File: src/rtl/ste_avg_iir_mc.sv
// Multi-channel time-multiplexed exponential moving average, alpha = 2^-k.
// One shared datapath, per-channel fixed-point state with FRAC_W guard bits.
module ste_avg_iir_mc #(
    parameter int DATA_W = 16,
    parameter int CH_N   = 4,
    parameter int CH_W   = (CH_N > 1) ? $clog2(CH_N) : 1,
    parameter int FRAC_W = 8,
    parameter int K_W    = 4,
    parameter int MAX_K  = 12
) (
    input  logic              clk,
    input  logic              rst,
    input  logic [DATA_W-1:0] din_i,
    input  logic [CH_W-1:0]   din_ch_i,
    input  logic              din_vld_i,
    input  logic [K_W-1:0]    k_i,
    input  logic              avg_en_i,
    input  logic              avg_clr_i,
    output logic [DATA_W-1:0] dout_o,
    output logic [CH_W-1:0]   dout_ch_o,
    output logic              dout_vld_o
);

    localparam int S_W = DATA_W + FRAC_W;
    localparam logic [CH_W:0]    CH_LIM = (CH_W + 1)'(CH_N);
    localparam logic [K_W-1:0]   K_MAX  = K_W'(MAX_K);
    localparam logic [S_W-1:0]   HALF   = S_W'(1) << (FRAC_W - 1);

    logic [S_W-1:0]   s_q [CH_N];
    logic [CH_N-1:0]  seeded_q;

    logic                ch_ok;
    logic                accept;
    logic                seeded_cur;
    logic [S_W-1:0]      s_cur;
    logic [S_W-1:0]      x;
    logic [S_W-1:0]      s_new;
    logic [S_W-1:0]      rnd;
    logic [K_W-1:0]      ke;
    logic signed [S_W:0] d;
    logic signed [S_W:0] d_sh;

    always_comb begin
        ch_ok      = {1'b0, din_ch_i} < CH_LIM;
        accept     = din_vld_i && ch_ok;
        s_cur      = '0;
        seeded_cur = 1'b0;
        for (int c = 0; c < CH_N; c++) begin
            if (din_ch_i == CH_W'(c)) begin
                s_cur      = s_q[c];
                seeded_cur = seeded_q[c];
            end
        end
        x    = {din_i, {FRAC_W{1'b0}}};
        ke   = (k_i > K_MAX) ? K_MAX : k_i;
        d    = $signed({1'b0, x}) - $signed({1'b0, s_cur});
        d_sh = d >>> ke;
        // A clear in the same cycle leaves the channel unseeded, so the sample seeds it.
        if (avg_clr_i || !seeded_cur || !avg_en_i) begin
            s_new = x;
        end else begin
            s_new = s_cur + S_W'(d_sh);
        end
        rnd = s_new + HALF;
    end

    always_ff @(posedge clk) begin
        if (rst) begin
            for (int c = 0; c < CH_N; c++) begin
                s_q[c] <= '0;
            end
            seeded_q   <= '0;
            dout_o     <= '0;
            dout_ch_o  <= '0;
            dout_vld_o <= 1'b0;
        end else begin
            dout_vld_o <= accept;
            for (int c = 0; c < CH_N; c++) begin
                if (avg_clr_i) begin
                    s_q[c]      <= '0;
                    seeded_q[c] <= 1'b0;
                end
                if (accept && din_ch_i == CH_W'(c)) begin
                    s_q[c]      <= s_new;
                    seeded_q[c] <= 1'b1;
                end
            end
            if (accept) begin
                dout_o    <= DATA_W'(rnd >> FRAC_W);
                dout_ch_o <= din_ch_i;
            end
        end
    end

endmodule

File: config.mk
export PLATFORM = sky130hd
export DESIGN_NAME = ste_avg_iir_mc
export DESIGN_NICKNAME = d
export VERILOG_FILES = /design/src/rtl/ste_avg_iir_mc.sv
export SDC_FILE = /design/constraint.sdc
export NUM_CORES = 1
export LEC_CHECK = 0
export CORE_MARGIN = 5
export CORE_UTILIZATION = 40
export CTS_CLUSTER_SIZE = 28
export DETAILED_ROUTE_END_ITERATION = 16
export PLACE_DENSITY = 0.56
export SYNTH_ARGS = -nofsm -noshare
export SYNTH_HDL_FRONTEND = slang
export SYNTH_SLANG_ARGS = --single-unit
File: constraint.sdc
create_clock -name clk -period 12.04 [get_ports clk]
set_input_delay 2.408 -clock clk [delete_from_list [all_inputs] [get_ports clk]]
set_output_delay 2.408 -clock clk [all_outputs]
set_load 0.1 [all_outputs]
==> flow_metrics.tcl <==
set metrics [dict create \
    die-area_um2 26300 \
    grt_pass1_vias 7716 \
    grt_usage_pct 20.6 \
    fin_crit_ns 11.07 \
    overflow 0 \
    dr.first_iter.drc_count 605 \
    internal_power_mw 1.05 \
    htree_levels 4 \
    fin_crit_sh_pct 92.0 \
    power_switching_uw 519 \
    firstDrtPassIters 5 \
    max_stage_delay_ns 0.74 \
    routed_wl_um 27200 \
    num_rows 55 \
    postSynthCellCount 1024 \
    ys.flop_type "edfxtp_1" \
    synth-seq-cells 119 \
    post_drt_wl_per_cell_um 20.0 \
    cp.arrival_ns 11.38 \
    gp_congestion 0.901 \
    initial_core_util_pct 40.8 \
    setup_violations 0 \
    syn_to_final_growth_pct 15.8 \
    netlist_top_cells_area "edfxtp_1 (31%), nor2_1 (7.5%), mux4_2 (6.3%)" \
    synth_cell_types 85 \
    synthesis.area_um2 9280 \
    skew_ns 0.00766 \
    hold_class "reg2reg" \
    cts_made_buffers 17 \
    clock-root-buffer "clkbuf_16" \
    antenna_found_initial 0 \
    avgSynthCellArea_um2 9.06 \
    ant_nets 0 \
    grt_first_pass_wirelength_um 42900 \
    max_cap_viol_count 0 \
    start_kind "primary input" \
    p_clk_share_pct 36.9 \
    cts_buffer_depth 2 \
    status "complete, no violations" \
    yosysTopAreaCellShare_pct 31.1 \
    die_width_um 162 \
    n_antenna_cell 0 \
    ioPinCount 46 \
    drc_errors 0 \
    yosys.area.top_type "edfxtp_1" \
    vias 8000 \
    cts_resized 0 \
    dp.cells 1329 \
    hold_violations 0 \
    cpMostUsedCell "or4_4" \
    hpwl_um 19900 \
    clk_pin_slew_worst_paths_ns 0.06 \
    synth-async-reset-ratio_pct 0 \
    cpMaxStageDelayCell "clkdlybuf4s50_1" \
    crit_path_end_kind "flop" \
    max-vdd-ir-drop_mv 0.113 \
    stdcell_count 1360 \
    clkLatencyLatePin_ns 0.42 \
    fin_hold_ws_ns 0.444 \
    postCtsSetupBuffers 0 \
    slew_headroom_pct 25.0 \
    fmax_ghz 0.0903 \
    tritoncts "done" \
    clock_sinks 119 \
    die_h_um 162 \
    core-area_um2 22700 \
    power_density_nw_per_um2 146 \
    critical_path_peak_fanout 13 \
    drive_above_1_share_pct 11.0 \
    seq_power_share_pct 30.2 \
    worst_pin_slew_ns 1.12 \
    report.final.slew_viol_count 0 \
    grt_start_max_net_pins 35 \
    switching_share_pct 33.2 \
    synth_edf_count 96 \
    postCtsHoldBufs 0 \
    p_total_mw 1.57 \
    path_class "in2reg" \
    setup_tns_ns 0 \
    crit_required_ns 12.35 \
    io_buffer_count 45 \
    synth_fp_nets 1089 \
    comb_power_share_pct 32.9 \
    ys_warn_count 0 \
    rsz0062_at_grt "no" \
    final_nets 1128 \
    p_leak_nw 4.16 \
    ys_seq_area_share_pct 36.0 \
    viasPerCell 5.88 \
]
## metrics by stage
stage / area, um^2 / util, % / setup slack, ns
after global routing: 10700 / 47.3 / 0.408
after floorplan: 9280 / - / 0.979
after CTS: 10700 / 47.3 / 0.995
final: 10700 / 47.3 / 0.966
after detailed placement: 10100 / 44.3 / 0.556
after global placement: 10100 / 44.3 / 0.657
## path summary, 6_finish.rpt
check                           slack [ns]   startpoint  cells after the start     endpoint
worst max-delay path                  0.97  din_ch_i[1]                     32   dout_o[15]
worst min-delay path                  0.44  seeded_q[2]                      2  seeded_q[2]
worst max register to register        3.43    s_q[1][8]                     31   dout_o[15]
worst min register to register        0.44  seeded_q[2]                      2  seeded_q[2]
## final cells by class
| type | count | area, um^2 |
|---|---|---|
| timing repair buffer | 76 | 678 |
| inverter | 44 | 165 |
| clock buffer | 17 | 425 |
| fill | 2167 | 12000 |
| sequential | 119 | 3340 |
| multi-input combinational | 805 | 5520 |
| clock inverter | 14 | 248 |
| tap | 285 | 357 |
## critical path: cells and delay by family
family | cells | cell delay, ns
buffers and inverters | 4 | 1.04
AOI/OAI and AO/OA | 12 | 3.09
and+or+nand+nor | 8 | 2.27
adders and majority gates | 3 | 0.89
xor gates and xnor gates | 1 | 0.15
muxes | 4 | 1.50
## Yosys cell counts, types with 5 or more instances
library cell and number:
mux2_2 6, o22ai_1 5, nor2_1 185, edfxtp_1 96
dfxtp_1 23, a31oi_1 11, ha_1 37, o31ai_1 8
a211oi_1 19, clkbuf_1 44, or4_1 5, mux4_2 26
buf_1 7, o21ai_0 38, o211ai_1 12, o21ai_1 6
nor4_1 10, o2111ai_1 7, xnor2_1 34, nand4_1 9
nand2b_1 9, a21o_1 19, nand2_1 84, a211o_1 5
and2_1 6, o21a_1 11, nor3_1 21, xor2_1 12
nand3_1 19, a21oi_1 69, and3_1 8, mux2i_1 31
inv_1 42, or3_1 9
## registers in the layout, indices dropped and copies added, names as in the netlist
signal / count
seeded_q: 4
s_q: 96
dout_vld_o: 1
dout_o: 16
dout_ch_o: 2
## cell usage in the layout, fill, tap and decap left out, types with 8 or more instances in the layout
master	n
o21ai_0	38
a31oi_1	11
a211oi_1	19
nor4_1	10
o211ai_1	12
xor2_1	12
nand4_1	9
nand3_1	19
and3_1	8
nor2_1	185
xnor2_1	34
nand2b_1	9
inv_1	42
mux2i_1	31
a21o_1	19
o21a_1	11
edfxtp_1	96
clkdlybuf4s50_1	44
clkbuf_16	17
or3_1	9
dfxtp_1	23
o31ai_1	8
nand2_1	84
buf_4	31
ha_1	37
nor3_1	21
a21oi_1	69
mux4_2	26
## cell families after synthesis
family / after synthesis / share of synthesized area (%)
AND/OR/NAND/NOR: 390 / 19.1
buffers and inverters: 100 / 4.45
AO/OA/AOI/OAI: 261 / 19.5
flip-flops: 119 / 36.0
adder cells (fa/ha/maj): 44 / 5.92
multiplexers: 63 / 10.4
XOR/XNOR: 47 / 4.59
## layer usage
layer | vias up | wire, um | share of wire, % | GRT usage (%)
met5 | - | 0 | 0 | 0
met3 | 44 | 1210 | 4.5 | 2.72
met4 | 0 | 524 | 1.9 | 5.88
met1 | 3815 | 13100 | 48 | 29.7
li1 | 3904 | - | - | -
met2 | 237 | 12300 | 45 | 32.3
## power groups by stage
stage / Sequential [mW] / Combinational [mW] / Clock (mW)
after floorplan: 0.509 / 0.350 / 0
after global placement: 0.481 / 0.509 / 0
after detailed placement: 0.481 / 0.507 / 0
after CTS: 0.473 / 0.511 / 0.582
after global routing: 0.475 / 0.563 / 0.602
final: 0.473 / 0.515 / 0.578
Power figures use the tool's default switching activity.
